**src/rtl/multicycle_control_pkg.sv**
```systemverilog
// Shared encodings for the multi-cycle MIPS control FSM: opcodes, datapath
// select codes and the state enumeration.
package multicycle_control_pkg;

  localparam logic [5:0] OP_RTYPE = 6'b000000;
  localparam logic [5:0] OP_LW    = 6'b100011;
  localparam logic [5:0] OP_SW    = 6'b101011;
  localparam logic [5:0] OP_BEQ   = 6'b000100;
  localparam logic [5:0] OP_J     = 6'b000010;
  localparam logic [5:0] OP_ADDI  = 6'b001000;
  localparam logic [5:0] OP_ORI   = 6'b001101;

  localparam logic [1:0] ALU_ADD   = 2'b00;
  localparam logic [1:0] ALU_SUB   = 2'b01;
  localparam logic [1:0] ALU_FUNCT = 2'b10;
  localparam logic [1:0] ALU_OR    = 2'b11;

  localparam logic [1:0] SRCB_B     = 2'b00;
  localparam logic [1:0] SRCB_FOUR  = 2'b01;
  localparam logic [1:0] SRCB_IMM   = 2'b10;
  localparam logic [1:0] SRCB_IMMSH = 2'b11;

  localparam logic [1:0] PCSRC_ALU    = 2'b00;
  localparam logic [1:0] PCSRC_ALUOUT = 2'b01;
  localparam logic [1:0] PCSRC_JUMP   = 2'b10;

  typedef enum logic [3:0] {
    S_FETCH  = 4'd0,
    S_DECODE = 4'd1,
    S_MEMADR = 4'd2,
    S_MEMRD  = 4'd3,
    S_MEMWB  = 4'd4,
    S_MEMWR  = 4'd5,
    S_EXEC   = 4'd6,
    S_ALUWB  = 4'd7,
    S_BRANCH = 4'd8,
    S_IMMEX  = 4'd9,
    S_IMMWB  = 4'd10,
    S_JUMP   = 4'd11
  } state_t;

endpackage

```
**src/rtl/multicycle_control_if.sv**
```systemverilog
// Opcode/handshake inputs and datapath strobes between the control FSM
// (master) and the multi-cycle datapath (slave).
interface multicycle_control_if #(
  parameter int unsigned OPW    = 6,
  parameter int unsigned ALUOPW = 2
);
  logic [OPW-1:0]    opcode;
  logic              mem_ready;
  logic              pc_write;
  logic              pc_write_cond;
  logic              i_or_d;
  logic              mem_read;
  logic              mem_write;
  logic              ir_write;
  logic              mem_to_reg;
  logic              reg_dst;
  logic              reg_write;
  logic              alu_src_a;
  logic [1:0]        alu_src_b;
  logic [ALUOPW-1:0] alu_op;
  logic [1:0]        pc_source;
  logic [3:0]        state;
  logic              instr_done;
  logic              illegal_op;
  logic              mem_timeout;

  modport master (
    input  opcode, mem_ready,
    output pc_write, pc_write_cond, i_or_d, mem_read, mem_write, ir_write,
           mem_to_reg, reg_dst, reg_write, alu_src_a, alu_src_b, alu_op,
           pc_source, state, instr_done, illegal_op, mem_timeout
  );

  modport slave (
    output opcode, mem_ready,
    input  pc_write, pc_write_cond, i_or_d, mem_read, mem_write, ir_write,
           mem_to_reg, reg_dst, reg_write, alu_src_a, alu_src_b, alu_op,
           pc_source, state, instr_done, illegal_op, mem_timeout
  );
endinterface

```
**src/rtl/multicycle_control_mem_wait_watchdog.sv**
```systemverilog
// Counts not-ready cycles in a memory wait state and flags the cycle in which
// the wait limit is reached without mem_ready.
module mem_wait_watchdog #(
  parameter int unsigned TIMEOUT = 15,
  parameter int unsigned CNTW    = 4
) (
  input  logic clk,
  input  logic reset,
  input  logic i_wait,
  input  logic i_ready,
  output logic o_timeout
);
  localparam logic [CNTW-1:0] LIMIT = CNTW'(TIMEOUT > 0 ? TIMEOUT - 1 : 0);

  logic [CNTW-1:0] r_cnt;
  logic            w_hit;

  // r_cnt holds the not-ready cycles already spent, so the current cycle is r_cnt+1
  assign w_hit     = (TIMEOUT != 0) && (r_cnt >= LIMIT);
  assign o_timeout = i_wait && !i_ready && w_hit;

  always_ff @(posedge clk or posedge reset) begin
    if (reset) begin
      r_cnt <= '0;
    end else if (!i_wait || i_ready || o_timeout) begin
      r_cnt <= '0;
    end else if (r_cnt != '1) begin
      r_cnt <= r_cnt + 1'b1;
    end
  end
endmodule

```
**src/rtl/multicycle_control.sv**
```systemverilog
// Multi-cycle MIPS control FSM: sequences fetch/decode/execute/memory/writeback
// and decodes per-state datapath strobes, with a watchdog on memory waits.
module multicycle_control
  import multicycle_control_pkg::*;
#(
  parameter int unsigned OPW         = 6,
  parameter int unsigned ALUOPW      = 2,
  parameter int unsigned MEM_WAIT_EN = 1,
  parameter int unsigned TIMEOUT     = 15,
  parameter int unsigned CNTW        = 4
) (
  input  logic                 clk,
  input  logic                 reset,
  multicycle_control_if.master bus
);
  state_t            r_state, w_next;
  logic [OPW-1:0]    r_op;
  logic              w_ready, w_wait, w_timeout;
  logic              w_pc_write, w_pc_write_cond, w_i_or_d, w_mem_read, w_mem_write;
  logic              w_ir_write, w_mem_to_reg, w_reg_dst, w_reg_write, w_alu_src_a;
  logic              w_instr_done, w_illegal_op;
  logic [1:0]        w_alu_src_b, w_pc_source;
  logic [ALUOPW-1:0] w_alu_op;

  assign w_ready = (MEM_WAIT_EN != 0) ? bus.mem_ready : 1'b1;
  assign w_wait  = (r_state == S_FETCH) || (r_state == S_MEMRD) || (r_state == S_MEMWR);

  mem_wait_watchdog #(.TIMEOUT(TIMEOUT), .CNTW(CNTW)) u_wdog (
    .clk       (clk),
    .reset     (reset),
    .i_wait    (w_wait),
    .i_ready   (w_ready),
    .o_timeout (w_timeout)
  );

  always_ff @(posedge clk or posedge reset) begin
    if (reset) begin
      r_state <= S_FETCH;
      r_op    <= '0;
    end else begin
      r_state <= w_next;
      if (r_state == S_DECODE) r_op <= bus.opcode;
    end
  end

  always_comb begin
    w_next          = r_state;
    w_pc_write      = 1'b0;
    w_pc_write_cond = 1'b0;
    w_i_or_d        = 1'b0;
    w_mem_read      = 1'b0;
    w_mem_write     = 1'b0;
    w_ir_write      = 1'b0;
    w_mem_to_reg    = 1'b0;
    w_reg_dst       = 1'b0;
    w_reg_write     = 1'b0;
    w_alu_src_a     = 1'b0;
    w_alu_src_b     = SRCB_B;
    w_alu_op        = ALUOPW'(ALU_ADD);
    w_pc_source     = PCSRC_ALU;
    w_instr_done    = 1'b0;
    w_illegal_op    = 1'b0;
    unique case (r_state)
      S_FETCH: begin
        w_mem_read  = 1'b1;
        w_alu_src_b = SRCB_FOUR;
        w_ir_write  = w_ready;
        w_pc_write  = w_ready;
        if (w_ready)        w_next = S_DECODE;
        else if (w_timeout) w_next = S_FETCH;
      end
      S_DECODE: begin
        w_alu_src_b = SRCB_IMMSH;
        if (bus.opcode == OPW'(OP_LW) || bus.opcode == OPW'(OP_SW))         w_next = S_MEMADR;
        else if (bus.opcode == OPW'(OP_RTYPE))                               w_next = S_EXEC;
        else if (bus.opcode == OPW'(OP_BEQ))                                 w_next = S_BRANCH;
        else if (bus.opcode == OPW'(OP_J))                                   w_next = S_JUMP;
        else if (bus.opcode == OPW'(OP_ADDI) || bus.opcode == OPW'(OP_ORI)) w_next = S_IMMEX;
        else begin
          w_illegal_op = 1'b1;
          w_next       = S_FETCH;
        end
      end
      S_MEMADR: begin
        w_alu_src_a = 1'b1;
        w_alu_src_b = SRCB_IMM;
        w_next      = (r_op == OPW'(OP_LW)) ? S_MEMRD : S_MEMWR;
      end
      S_MEMRD: begin
        w_mem_read = 1'b1;
        w_i_or_d   = 1'b1;
        if (w_ready)        w_next = S_MEMWB;
        else if (w_timeout) w_next = S_FETCH;
      end
      S_MEMWB: begin
        w_reg_write  = 1'b1;
        w_mem_to_reg = 1'b1;
        w_instr_done = 1'b1;
        w_next       = S_FETCH;
      end
      S_MEMWR: begin
        w_mem_write = 1'b1;
        w_i_or_d    = 1'b1;
        if (w_ready) begin
          w_instr_done = 1'b1;
          w_next       = S_FETCH;
        end else if (w_timeout) begin
          w_next = S_FETCH;
        end
      end
      S_EXEC: begin
        w_alu_src_a = 1'b1;
        w_alu_src_b = SRCB_B;
        w_alu_op    = ALUOPW'(ALU_FUNCT);
        w_next      = S_ALUWB;
      end
      S_ALUWB: begin
        w_reg_dst    = 1'b1;
        w_reg_write  = 1'b1;
        w_instr_done = 1'b1;
        w_next       = S_FETCH;
      end
      S_BRANCH: begin
        w_alu_src_a     = 1'b1;
        w_alu_op        = ALUOPW'(ALU_SUB);
        w_pc_write_cond = 1'b1;
        w_pc_source     = PCSRC_ALUOUT;
        w_instr_done    = 1'b1;
        w_next          = S_FETCH;
      end
      S_IMMEX: begin
        w_alu_src_a = 1'b1;
        w_alu_src_b = SRCB_IMM;
        w_alu_op    = (r_op == OPW'(OP_ORI)) ? ALUOPW'(ALU_OR) : ALUOPW'(ALU_ADD);
        w_next      = S_IMMWB;
      end
      S_IMMWB: begin
        w_reg_write  = 1'b1;
        w_instr_done = 1'b1;
        w_next       = S_FETCH;
      end
      S_JUMP: begin
        w_pc_write   = 1'b1;
        w_pc_source  = PCSRC_JUMP;
        w_instr_done = 1'b1;
        w_next       = S_FETCH;
      end
      default: w_next = S_FETCH;
    endcase
  end

  // Reset gates every output combinationally so an in-flight write dies at once
  assign bus.pc_write      = !reset && w_pc_write;
  assign bus.pc_write_cond = !reset && w_pc_write_cond;
  assign bus.i_or_d        = !reset && w_i_or_d;
  assign bus.mem_read      = !reset && w_mem_read;
  assign bus.mem_write     = !reset && w_mem_write;
  assign bus.ir_write      = !reset && w_ir_write;
  assign bus.mem_to_reg    = !reset && w_mem_to_reg;
  assign bus.reg_dst       = !reset && w_reg_dst;
  assign bus.reg_write     = !reset && w_reg_write;
  assign bus.alu_src_a     = !reset && w_alu_src_a;
  assign bus.alu_src_b     = reset ? '0 : w_alu_src_b;
  assign bus.alu_op        = reset ? '0 : w_alu_op;
  assign bus.pc_source     = reset ? '0 : w_pc_source;
  assign bus.instr_done    = !reset && w_instr_done;
  assign bus.illegal_op    = !reset && w_illegal_op;
  assign bus.mem_timeout   = !reset && w_timeout;
  assign bus.state         = reset ? '0 : r_state;
endmodule

```
**src/flat_wrapper.sv**
```systemverilog
// flat-port wrapper written by rule: the top's interface ports become plain ports
module multicycle_control_flat import multicycle_control_pkg::*;
#(
  parameter int unsigned OPW         = 6,
  parameter int unsigned ALUOPW      = 2,
  parameter int unsigned MEM_WAIT_EN = 1,
  parameter int unsigned TIMEOUT     = 15,
  parameter int unsigned CNTW        = 4
)
  (clk, reset, bus_opcode, bus_mem_ready, bus_pc_write, bus_pc_write_cond, bus_i_or_d, bus_mem_read, bus_mem_write, bus_ir_write, bus_mem_to_reg, bus_reg_dst, bus_reg_write, bus_alu_src_a, bus_alu_src_b, bus_alu_op, bus_pc_source, bus_state, bus_instr_done, bus_illegal_op, bus_mem_timeout);
  multicycle_control_if #(.OPW(OPW), .ALUOPW(ALUOPW)) bus_i ();
  input  logic clk;
  input  logic reset;
  input wire logic [$bits(bus_i.opcode)-1:0] bus_opcode;
  input wire logic [$bits(bus_i.mem_ready)-1:0] bus_mem_ready;
  output wire logic [$bits(bus_i.pc_write)-1:0] bus_pc_write;
  output wire logic [$bits(bus_i.pc_write_cond)-1:0] bus_pc_write_cond;
  output wire logic [$bits(bus_i.i_or_d)-1:0] bus_i_or_d;
  output wire logic [$bits(bus_i.mem_read)-1:0] bus_mem_read;
  output wire logic [$bits(bus_i.mem_write)-1:0] bus_mem_write;
  output wire logic [$bits(bus_i.ir_write)-1:0] bus_ir_write;
  output wire logic [$bits(bus_i.mem_to_reg)-1:0] bus_mem_to_reg;
  output wire logic [$bits(bus_i.reg_dst)-1:0] bus_reg_dst;
  output wire logic [$bits(bus_i.reg_write)-1:0] bus_reg_write;
  output wire logic [$bits(bus_i.alu_src_a)-1:0] bus_alu_src_a;
  output wire logic [$bits(bus_i.alu_src_b)-1:0] bus_alu_src_b;
  output wire logic [$bits(bus_i.alu_op)-1:0] bus_alu_op;
  output wire logic [$bits(bus_i.pc_source)-1:0] bus_pc_source;
  output wire logic [$bits(bus_i.state)-1:0] bus_state;
  output wire logic [$bits(bus_i.instr_done)-1:0] bus_instr_done;
  output wire logic [$bits(bus_i.illegal_op)-1:0] bus_illegal_op;
  output wire logic [$bits(bus_i.mem_timeout)-1:0] bus_mem_timeout;
  assign bus_i.opcode = bus_opcode;
  assign bus_i.mem_ready = bus_mem_ready;
  assign bus_pc_write = bus_i.pc_write;
  assign bus_pc_write_cond = bus_i.pc_write_cond;
  assign bus_i_or_d = bus_i.i_or_d;
  assign bus_mem_read = bus_i.mem_read;
  assign bus_mem_write = bus_i.mem_write;
  assign bus_ir_write = bus_i.ir_write;
  assign bus_mem_to_reg = bus_i.mem_to_reg;
  assign bus_reg_dst = bus_i.reg_dst;
  assign bus_reg_write = bus_i.reg_write;
  assign bus_alu_src_a = bus_i.alu_src_a;
  assign bus_alu_src_b = bus_i.alu_src_b;
  assign bus_alu_op = bus_i.alu_op;
  assign bus_pc_source = bus_i.pc_source;
  assign bus_state = bus_i.state;
  assign bus_instr_done = bus_i.instr_done;
  assign bus_illegal_op = bus_i.illegal_op;
  assign bus_mem_timeout = bus_i.mem_timeout;
  multicycle_control #(.OPW(OPW), .ALUOPW(ALUOPW), .MEM_WAIT_EN(MEM_WAIT_EN), .TIMEOUT(TIMEOUT), .CNTW(CNTW)) u_core (.clk(clk), .reset(reset), .bus(bus_i));
endmodule
```
**config.mk**
```make
export PLATFORM = sky130hd
export DESIGN_NAME = multicycle_control_flat
export DESIGN_NICKNAME = d
export VERILOG_FILES = /design/src/rtl/multicycle_control_pkg.sv /design/src/rtl/multicycle_control_if.sv /design/src/rtl/multicycle_control_mem_wait_watchdog.sv /design/src/rtl/multicycle_control.sv /design/src/flat_wrapper.sv
export SDC_FILE = /design/constraint.sdc
export NUM_CORES = 1
export LEC_CHECK = 0
export ABC_CLOCK_PERIOD_IN_PS = 1600
export CORE_AREA = 2 2 56 58
export DETAILED_ROUTE_END_ITERATION = 10
export DIE_AREA = 0 0 58 60
export GPL_ROUTABILITY_DRIVEN = 0
export GPL_TIMING_DRIVEN = 0
export PLACE_DENSITY = 0.84
export SLEW_MARGIN = 30
export SYNTH_ARGS = -nofsm -noshare
export SYNTH_HDL_FRONTEND = slang
export SYNTH_SLANG_ARGS = --single-unit
```
**constraint.sdc**
```tcl
create_clock -name clk -period 1.6 [get_ports clk]
set_clock_uncertainty 0.1 [all_clocks]
set_input_delay 0.24 -clock clk [delete_from_list [all_inputs] [get_ports clk]]
set_output_delay 0.24 -clock clk [all_outputs]
set_load 0.005 [all_outputs]
```
==> summary.md <==
| Metric | Value |
|---|---|
| Synthesis warning total | 0 |
| Avg Inst Size Synth | 8.338 sq um |
| Post-synth top cells | 18 x nor2_1, 14 x dfrtp_1, 9 x nor2b_1 |
| Kind of critical path | register to output port |
| Number of synthesized flops with an enable pin | 0 |
| Post-DR wirelength/cell | 19.07 microns |
| Distinct cells, synth | 47 |
| Clk buf depth | 2 |
| Post-DP HPWL | 2.200 mm |
| Element type at the critical path start | register |
| Most common cell in the netlist | nor2_1 |
| Largest net degree at the start of global routing | 15 |
| Reg2Reg Depth | 6 |
| Slowest cell on crit path | or3_1 |
| TritonCTS clock tree | built |
| H-tree depth | 1 |
| Largest stage delay, worst path | 0.44 ns |
| First-pass GRT wire length | 6.430 mm |
| Setup violation total in the final timing report | 25 |
| Fin Setup TNS | -5.558 ns |
| Antenna Diode Count | 0 |
| WP data arrival | 1.70 ns |
| Ys async rst share | 100.0% |
| Core footprint | 2903 sq um |
| Worst-path fanout max | 2 |
| # port buffers | 27 |
| Failing checks | setup timing |
| Post-layout net count | 222 |
| Share of layout cells above drive strength 1 | 61.43% |
| Max-slew violation count | 0 |
| Post-synth net total | 151 |
| Placed insts | 200 |
| Mapped Area | 1167 sq um |
| Worst Max-Slew Pin Slew | 0.6284 ns |
| Fin cells | 243 |
| Crit-path leading delay family | simple AND/OR/NAND/NOR gates |
| DRC viols | 0 |
| Area Growth Syn to Fin | 77.06% |
| Worst Path Buf+Inv | 1 |
| Worst R2R End | u_core.u_wdog.r_cnt[1] |
| CTS Root Cell | clkbuf_4 |
| Post-synthesis cell count | 140 |
| Vias after detailed routing | 1,473 |
| Most used DFF post-synth | dfrtp_1 |
| Initial antenna violation count | 0 |
| Hold/Removal Path Class | input pin to asynchronous set/reset pin |
| DIE WIDTH | 58 microns |
| Slew headroom | 58.11% |
| Worst-Skew Late Latency | 0.28 ns |
| DIE AREA | 3480 sq um |
| Routed wire length | 4.635 mm |
| Grt ovf | 0 |
| Std-Cell Rows | 20 |
| Drt via density | 6.062 |
| ANT nets after route | 0 |
| Max-Cap Viols | 0 |
| Total Routing Usage GR | 24.14% |
| Starting Density | 40.22% |
| CTS sink count | 14 |
| Seq/Total Area, Yosys | 30.01% |
| Highest clock rate | 491.3 MHz |
| Synth top area cells | dfrtp_1 30%, nor2_1 5.8%, mux2_2 5.8% |
| Power Dens Cells | 832.7 nW/um^2 |
| RSZ-0062 raised after global routing | true |
| Reg2Reg Launch Point | u_core.r_state[2] |
| R2R Setup Slk | -0.24 ns |
| Period minus WS final | 2.036 ns |
| Synth area leader | dfrtp_1 |
| Status | finished, violations left |
| CP required | 1.26 ns |
| I/O pin cnt | 32 |
| TritonRoute pass-1 iters | 5 |
| #FFs+latches synth | 14 |
| Period Utilization, post-route | 127.2% |
| Final setup margin | -0.4355 ns |
| Cell Chain, Critical Path | nor2b_2 > nand4_1 > or3_1 > a21oi_2 > buf_2 |
| Final hold viol count | 0 |
| First-iteration detailed-routing DRC count | 87 |
| VDD IR max | 794.3 uV |
| Cell leakage power | 0.9315 nW |
| CTS buffer count | 3 |
| WP depth | 5 |
| Vias in the first global route | 1,349 |
| CTS clk-pin slew, worst paths | 0.09 ns |
| Element type at the critical path end | output port |
| Synth top area share | 30.01% |
| Die Span Y | 60 microns |
[sequential cells by signal, summed over array words and instances (netlist names)]
name / count
u_core.r_op: 6
u_core.r_state: 4
u_core.u_wdog.r_cnt: 4
[per-layer routing]
metal / part of all wire, % / wire [microns] / GRT usage, % / vias to the layer above
met3: 6.2 / 289 / 3.247 / 22
met1: 37 / 1733 / 28.05 / 722
met4: 3.8 / 176 / 13.29 / 0
met5: 0 / 0 / 0 / -
met2: 53 / 2435 / 42.86 / 82
li1: - / - / - / 647
[cell type report]
cell class	instances	area (sq um)
Tap cell	33	41.29
Timing Repair Buffer	67	535.5
Sequential cell	14	352.8
Fill cell	191	835.8
Clock buffer	4	36.28
Buffer	11	97.59
Multi-Input combinational cell	110	984.7
Inverter	4	18.77
[worst min-delay path, cell delays in order]
cell        delay, ns
clkbuf_2         0.18
clkinvlp_4       0.17
buf_4            0.24
[worst max path at each step]
stage                                      start                endpoint
final                             u_core.r_op[4]           bus_alu_op[1]
after global routing              u_core.r_op[4]           bus_alu_op[1]
after CTS                      u_core.r_state[2]           bus_alu_op[1]
after detailed placement                   reset         bus_mem_timeout
after global placement                     reset         bus_mem_timeout
after floorplan           u_core.u_wdog.r_cnt[0]  u_core.u_wdog.r_cnt[1]
[cells in the final DEF, fill, tap and decap left out, types with 2 or more instances in the layout]
| cell type | n |
|---|---|
| buf_4 | 28 |
| clkbuf_1 | 4 |
| dfrtp_2 | 2 |
| inv_1 | 3 |
| and2b_2 | 2 |
| nand2b_1 | 3 |
| clkbuf_4 | 4 |
| nor4b_4 | 2 |
| a31oi_1 | 2 |
| nor4_1 | 3 |
| a211oi_2 | 2 |
| clkdlybuf4s50_1 | 2 |
| nor3_2 | 3 |
| and4_1 | 2 |
| nor3_1 | 5 |
| dfrtp_1 | 12 |
| buf_8 | 3 |
| o211ai_1 | 2 |
| nor2_1 | 12 |
| nor2b_1 | 4 |
| o21ai_1 | 2 |
| nand2_1 | 6 |
| nand2b_4 | 4 |
| mux2_2 | 6 |
| buf_6 | 20 |
| nor2b_4 | 4 |
| buf_2 | 14 |
| clkbuf_2 | 4 |
| and3_4 | 2 |
| nor2_2 | 6 |
| xnor2_1 | 3 |
| nand3_1 | 3 |
| nor3_4 | 2 |
[kinds of logic after synthesis]
group	synth area share, %
mux	6.645
fa+ha+maj	2.143
compound gates	12.86
flops	30.01
buf+inv	6.430
simple gates	37.52
xor+xnor	4.395
[power by group]
group	leakage [nW]	switching [mW]	internal (mW)
clock	0.0210	0.119	0.139
combinational	0.735	0.422	0.516
sequential	0.175	0.0717	0.453
[through the flow]
step                util, %  power (mW)  hold slack, ns  cell area (sq um)  setup slack, ns
floorplan                 -      0.9082         0.05024               1182         -0.05382
global placement      51.47       1.052          0.3854               1494          -0.8707
detailed placement    51.47       1.076          0.3959               1494          -0.9107
CTS                   65.65       1.538          0.2319               1906          -0.3482
global route          71.21       1.800         0.08724               2067          -0.4940
finish                71.21       1.721         0.07770               2067          -0.4355
[repair_timing]
item	in CTS	in global routing
hold buffers	0	0
gates cloned	1	0
buffers inserted	29	11
resized for setup	137	42
setup endpoints to repair	36	36
pin swaps	14	17
Power figures use the tool's default switching activity.
